<file path="config.mk">
export PLATFORM = sky130hd
export DESIGN_NAME = stopwatch_ctrl_flat
export DESIGN_NICKNAME = d
export VERILOG_FILES = /design/src/rtl/stopwatch_ctrl_if.sv /design/src/rtl/stopwatch_ctrl.sv /design/src/flat_wrapper.sv
export SDC_FILE = /design/constraint.sdc
export NUM_CORES = 1
export LEC_CHECK = 0
export CAP_MARGIN = 20
export CORE_ASPECT_RATIO = 2
export CORE_MARGIN = 2
export CORE_UTILIZATION = 53
export CTS_CLUSTER_DIAMETER = 80
export CTS_CLUSTER_SIZE = 24
export DETAILED_ROUTE_END_ITERATION = 8
export GPL_ROUTABILITY_DRIVEN = 0
export GPL_TIMING_DRIVEN = 0
export PLACE_DENSITY = 0.74
export SLEW_MARGIN = 25
export SYNTH_ARGS = -nofsm -noshare
export SYNTH_HDL_FRONTEND = slang
export SYNTH_SLANG_ARGS = --single-unit
</file>
<file path="constraint.sdc">
create_clock -name clk -period 2.4 [get_ports clk]
set_clock_uncertainty 0.15 [all_clocks]
set_input_delay 0.48 -clock clk [delete_from_list [all_inputs] [get_ports clk]]
set_output_delay 0.48 -clock clk [all_outputs]
set_load 0.1 [all_outputs]
</file>
<file path="src/rtl/stopwatch_ctrl_if.sv">
// rtl/stopwatch_ctrl_if.sv - button/switch inputs and strobe/display outputs of the stopwatch controller
interface stopwatch_if;
    logic       btn_pause;
    logic       btn_reset;
    logic [2:0] sw;
    logic       cnt_en;
    logic [1:0] cnt_op;
    logic       cnt_clr;
    logic       paused;
    logic [1:0] dig_sel;
    logic       dp;
    logic [3:0] an_mask;

    modport master (
        input  btn_pause, btn_reset, sw,
        output cnt_en, cnt_op, cnt_clr, paused, dig_sel, dp, an_mask
    );

    modport slave (
        output btn_pause, btn_reset, sw,
        input  cnt_en, cnt_op, cnt_clr, paused, dig_sel, dp, an_mask
    );
endinterface

</file>
<file path="src/rtl/stopwatch_ctrl.sv">
// rtl/stopwatch_ctrl.sv - run/pause/clear sequencing, count strobes, digit scan and adjust blink
module stopwatch_ctrl #(
    parameter int CLK_PER_SEC = 100000000,
    parameter int SCAN_DIV    = 2000000
) (
    input  logic         clk,
    input  logic         rst,
    stopwatch_if.master  bus
);
    localparam int PH_W   = $clog2(CLK_PER_SEC);
    localparam int SC_W   = (SCAN_DIV > 1) ? $clog2(SCAN_DIV) : 1;
    localparam int BL_DIV = CLK_PER_SEC / 4;
    localparam int BL_W   = (BL_DIV > 1) ? $clog2(BL_DIV) : 1;

    localparam logic [PH_W-1:0] PER_FULL_M1 = PH_W'(CLK_PER_SEC - 1);
    localparam logic [PH_W-1:0] PER_HALF_M1 = PH_W'(CLK_PER_SEC / 2 - 1);
    localparam logic [SC_W-1:0] SCAN_M1     = SC_W'(SCAN_DIV - 1);
    localparam logic [BL_W-1:0] BLINK_M1    = BL_W'(BL_DIV - 1);

    typedef enum logic {S_RUN = 1'b0, S_PAUSED = 1'b1} state_t;

    state_t          state_q, state_d;
    logic            btn_pause_q, btn_reset_q, armed_q;
    logic [1:0]      mode_q;
    logic [PH_W-1:0] ph_q, ph_d;
    logic [SC_W-1:0] scan_q, scan_d;
    logic [BL_W-1:0] blink_cnt_q, blink_cnt_d;
    logic            blink_ph_q, blink_ph_d;
    logic            cnt_en_q, cnt_en_d;
    logic [1:0]      cnt_op_q, cnt_op_d;
    logic            cnt_clr_q, cnt_clr_d;
    logic [1:0]      dig_sel_q, dig_sel_d;
    logic            dp_q, dp_d;
    logic [3:0]      an_mask_q, an_mask_d;

    logic            pause_edge, clr_edge, mode_chg, tick, scan_wrap, blink_wrap;
    logic [PH_W-1:0] per_m1;
    logic [1:0]      op_now;

    // armed_q masks the first cycle after reset so a button held through reset is not an edge
    assign pause_edge = armed_q & bus.btn_pause & ~btn_pause_q;
    assign clr_edge   = armed_q & bus.btn_reset & ~btn_reset_q;
    assign mode_chg   = (bus.sw[1:0] != mode_q);
    assign per_m1     = (mode_q == 2'b01) ? PER_HALF_M1 : PER_FULL_M1;
    assign tick       = (state_q == S_RUN) && (ph_q == per_m1) && !clr_edge && !mode_chg;
    assign scan_wrap  = (scan_q == SCAN_M1);
    assign blink_wrap = (blink_cnt_q == BLINK_M1);

    always_ff @(posedge clk) begin
        if (rst) begin
            state_q     <= S_RUN;
            btn_pause_q <= 1'b0;
            btn_reset_q <= 1'b0;
            armed_q     <= 1'b0;
            mode_q      <= bus.sw[1:0];
            ph_q        <= '0;
            scan_q      <= '0;
            blink_cnt_q <= '0;
            blink_ph_q  <= 1'b0;
            cnt_en_q    <= 1'b0;
            cnt_op_q    <= 2'b00;
            cnt_clr_q   <= 1'b0;
            dig_sel_q   <= 2'd0;
            dp_q        <= 1'b0;
            an_mask_q   <= 4'b0000;
        end else begin
            state_q     <= state_d;
            btn_pause_q <= bus.btn_pause;
            btn_reset_q <= bus.btn_reset;
            armed_q     <= 1'b1;
            mode_q      <= bus.sw[1:0];
            ph_q        <= ph_d;
            scan_q      <= scan_d;
            blink_cnt_q <= blink_cnt_d;
            blink_ph_q  <= blink_ph_d;
            cnt_en_q    <= cnt_en_d;
            cnt_op_q    <= cnt_op_d;
            cnt_clr_q   <= cnt_clr_d;
            dig_sel_q   <= dig_sel_d;
            dp_q        <= dp_d;
            an_mask_q   <= an_mask_d;
        end
    end

    // a clear in the same cycle swallows the pause edge
    always_comb begin
        state_d = state_q;
        if (pause_edge && !clr_edge) begin
            state_d = (state_q == S_RUN) ? S_PAUSED : S_RUN;
        end
    end

    always_comb begin
        ph_d = ph_q;
        if (clr_edge || mode_chg) begin
            ph_d = '0;
        end else if (state_q == S_RUN) begin
            ph_d = (ph_q >= per_m1) ? '0 : ph_q + 1'b1;
        end

        case (bus.sw[1:0])
            2'b00:   op_now = 2'b00;
            2'b01:   op_now = {1'b0, bus.sw[2]};
            default: op_now = 2'b10;
        endcase
        cnt_en_d  = tick;
        cnt_op_d  = tick ? op_now : 2'b00;
        cnt_clr_d = clr_edge;

        scan_d    = scan_wrap ? '0 : scan_q + 1'b1;
        dig_sel_d = scan_wrap ? dig_sel_q + 2'd1 : dig_sel_q;
        dp_d      = (dig_sel_d == 2'd2);

        blink_cnt_d = blink_wrap ? '0 : blink_cnt_q + 1'b1;
        blink_ph_d  = blink_wrap ? ~blink_ph_q : blink_ph_q;
        an_mask_d   = 4'b0000;
        if (bus.sw[1:0] == 2'b01 && blink_ph_d) begin
            an_mask_d = bus.sw[2] ? 4'b1100 : 4'b0011;
        end
    end

    always_comb begin
        bus.paused  = (state_q == S_PAUSED);
        bus.cnt_en  = cnt_en_q;
        bus.cnt_op  = cnt_op_q;
        bus.cnt_clr = cnt_clr_q;
        bus.dig_sel = dig_sel_q;
        bus.dp      = dp_q;
        bus.an_mask = an_mask_q;
    end
endmodule
</file>
<file path="src/flat_wrapper.sv">
// flat-port wrapper written by rule: the top's interface ports become plain ports
module stopwatch_ctrl_flat 
#(
    parameter int CLK_PER_SEC = 100000000,
    parameter int SCAN_DIV    = 2000000
)
  (clk, rst, bus_btn_pause, bus_btn_reset, bus_sw, bus_cnt_en, bus_cnt_op, bus_cnt_clr, bus_paused, bus_dig_sel, bus_dp, bus_an_mask);
  stopwatch_if bus_i ();
  input  logic clk;
  input  logic rst;
  input wire logic [$bits(bus_i.btn_pause)-1:0] bus_btn_pause;
  input wire logic [$bits(bus_i.btn_reset)-1:0] bus_btn_reset;
  input wire logic [$bits(bus_i.sw)-1:0] bus_sw;
  output wire logic [$bits(bus_i.cnt_en)-1:0] bus_cnt_en;
  output wire logic [$bits(bus_i.cnt_op)-1:0] bus_cnt_op;
  output wire logic [$bits(bus_i.cnt_clr)-1:0] bus_cnt_clr;
  output wire logic [$bits(bus_i.paused)-1:0] bus_paused;
  output wire logic [$bits(bus_i.dig_sel)-1:0] bus_dig_sel;
  output wire logic [$bits(bus_i.dp)-1:0] bus_dp;
  output wire logic [$bits(bus_i.an_mask)-1:0] bus_an_mask;
  assign bus_i.btn_pause = bus_btn_pause;
  assign bus_i.btn_reset = bus_btn_reset;
  assign bus_i.sw = bus_sw;
  assign bus_cnt_en = bus_i.cnt_en;
  assign bus_cnt_op = bus_i.cnt_op;
  assign bus_cnt_clr = bus_i.cnt_clr;
  assign bus_paused = bus_i.paused;
  assign bus_dig_sel = bus_i.dig_sel;
  assign bus_dp = bus_i.dp;
  assign bus_an_mask = bus_i.an_mask;
  stopwatch_ctrl #(.CLK_PER_SEC(CLK_PER_SEC), .SCAN_DIV(SCAN_DIV)) u_core (.clk(clk), .rst(rst), .bus(bus_i));
endmodule
</file>
==> flow_summary.ini <==
[layout]
diodes = 0
stdcell_area_um2 = 4740
instances_no_fill = 578
fin_nets = 499
synthToLayoutAreaGrowth_pct = 16.0
layout-drive-gt1-share = 0.0950

[logic_synthesis]
synth_nets = 468
avgSynthCellArea_um2 = 9.11
yosysSeqAreaShare = 0.436
postSynth.asyncResetShare = 0
synth_edf_count = 0
synth_largest_area_cell = dfxtp_1
yosys.area.top_type_share = 0.436
ys_types = 47
synth_ff_type = dfxtp_1
synth_area_um2 = 4090
syn_inst = 449
synthTopCellsByArea = dfxtp_1 44%, xor2_1 10%, nor2_1 6.1%, xnor2_1 5.6%, ha_1 3.7%
ys_ff_latch = 89
synth-warning-count = 0
yosysMostFrequentCell = dfxtp_1
ys_top_cells_by_count = 89 x dfxtp_1, 66 x nor2_1, 48 x xor2_1

[routing]
drt_wl_total_um = 8580
vias = 3161
avgViaCountPerCell = 5.47
antenna_left = 0
drt_first_pass_iters = 4
drtIter0Drc = 148
avgRoutedWirePerCell_um = 14.8
drc = 0

[worst_setup_path]
startpoint_type = flip-flop
worst-r2r-setup-slack_ns = 0.13
crit_path_max_incr_delay_ns = 0.32
cp_cell_sequence = nand2b_4 -> ha_1 -> nor2b_1 -> and3_1 -> a221oi_2 -> o221ai_2 -> buf_6 -> buf_4 -> a21oi_1
critPathBufInv = 2
cp_top_family = compound AO/OA/AOI/OAI gates
r2r-start = u_core.mode_q[1]
cp-end-kind = flip-flop
reg2reg_to = u_core.ph_q[3]
path_max_fanout = 6
worstPathArrival_ns = 2.39
worstRegToRegCells = 9
worst_ep_required_time_ns = 2.52
cp-endpoint = u_core.ph_q[3]
slowest_stage = dfxtp_1
critical_path_class = reg -> reg
startpoint = u_core.mode_q[1]
cp.depth = 9

[placed_design]
hpwlAfterDp_um = 6370
numPortBuffers = 18
dp.cells = 561
place_area_um2 = 4390
post-place-ws_ns = -0.361

[clock_tree]
ctsLongestPathBuffers = 2
numCtsBuffers = 9
numClockSinks = 89
cts_root_buf = clkbuf_16
clk_pin_slew_ns = 0.06
htreeDepth = 3
clock_latency_ns = 0.34
cts_tree = done
cts_hold_buf = 0

[status]
outcome = completed

[floorplan]
die_y_um = 128
start_util = 0.542
core_um2 = 7540
die_area_um2 = 8480
io_pins = 19
die_x_um = 66.1
num_rows = 45

[global_routing]
grt-ovfl-total = 0
grtUsageTotal = 0.218
antenna_found_initial = 0
grt_pass1_wl_um = 14000
grt_max_degree = 15
grt_pass1_vias = 3133

[min_path]
min_path_type = reg -> reg

[power_and_ir_drop]
ir_worst_vdd_v = 0.000559
leakagePower_nw = 1.75
total_power_mw = 3.13
power_density_nw_per_um2 = 661

[timing]
timing.final.hold_violations = 0
finalSetupTns_ns = 0
post-route-min-period_ns = 2.27
fmax_mhz = 441
setup_viol = 0
final_max_slew_viol_count = 0
grt_setup_unrepaired = false
slew_headroom = 0.345
timing.final.crit_share = 0.945
worstMarginPinSlew_ns = 0.987
timing.final.ws_setup_ns = 0.133

[job]
drv_cap = 0
-- sequential cells by signal (all words and copies together), names as in the netlist, 2 cells and up --
name	cells
u_core.blink_cnt_q	25
u_core.bus.an_mask	2
u_core.ph_q	27
u_core.scan_q	21
u_core.bus.cnt_op	2
u_core.mode_q	2
u_core.bus.dig_sel	2
-- report_power, final --
part           internal (mW)  switching [mW]  total [mW]
Clock                  0.932           0.567        1.50
Sequential              1.49          0.0124        1.51
Combinational         0.0503          0.0793       0.130
Total                   2.48           0.658        3.13
-- metal layers --
layer  share of wire  vias up  GRT usage
li1                -     1607          -
met1            0.37     1491      0.208
met2            0.56       45      0.402
met3           0.030       18     0.0553
met4           0.037        0      0.127
met5               0        -          0
-- cell type report --
type	count	area (µm²)
inverter	10	37.5
timing repair buffer	20	184
multi-input combinational	331	2190
clock buffer	10	239
clock inverter	5	80.1
buffer	19	111
sequential	89	1780
tap	94	118
fill	675	2800
-- how the worst min path moves through the flow --
stage / to / cells after the start / slack, ns / start
after floorplan: u_core.blink_cnt_q[0] / 1 / 0.28 / u_core.blink_cnt_q[0]
after global placement: u_core.blink_cnt_q[0] / 1 / 0.29 / u_core.blink_cnt_q[0]
after detailed placement: u_core.scan_q[0] / 1 / 0.30 / u_core.scan_q[0]
after CTS: u_core.scan_q[0] / 1 / 0.32 / u_core.scan_q[0]
after global routing: u_core.blink_cnt_q[0] / 1 / 0.34 / u_core.blink_cnt_q[0]
final: u_core.scan_q[0] / 1 / 0.31 / u_core.scan_q[0]
-- timing repair --
action	CTS	global route
setup endpoints to repair	39	24
pin swaps	1	1
resized for setup	16	4
setup buffers	2	0
-- through the flow --
stage	hold slack, ns	util
floorplan	0.276	-
global placement	0.288	0.582
detailed placement	0.304	0.582
CTS	0.318	0.626
global route	0.335	0.629
finish	0.311	0.629
-- placed cells by master, fill, tap and decap left out, drive strengths merged, types with 2 or more instances in the layout --
cell type / instances
nand2b: 2
and4: 7
nand2: 25
nand4: 25
buf: 13
nor4b: 5
and2: 4
nor4: 6
bufinv: 2
dlygate4sd2: 12
inv: 10
clkinvlp: 2
and3b: 3
and3: 7
nand3: 31
dfxtp: 89
nor2b: 8
a21oi: 29
nor3: 11
or2: 2
clkdlybuf4s50: 6
xnor2: 26
ha: 12
xor2: 48
clkbuf: 18
nor2: 66
-- cells by family (layout without fill, tap and decap cells) --
logic type,count (synthesis),count (layout),synth area share
AO/OA/AOI/OAI,36,36,0.0511
XOR/XNOR,74,74,0.158
adder cells (fa/ha/maj),12,12,0.0367
buffers and inverters,29,64,0.0364
flip-flops,89,89,0.436
multiplexers,1,1,0.00245
AND/OR/NAND/NOR,208,208,0.279
-- worst register-to-register path: stages (launching register included) --
cell and delay, ns:
dfxtp_1 0.32, nand2b_4 0.17, ha_1 0.32, nor2b_1 0.16, and3_1 0.22, a221oi_2 0.27, o221ai_2 0.14, buf_6 0.15
buf_4 0.15, a21oi_1 0.15
Power figures use the tool's default switching activity.
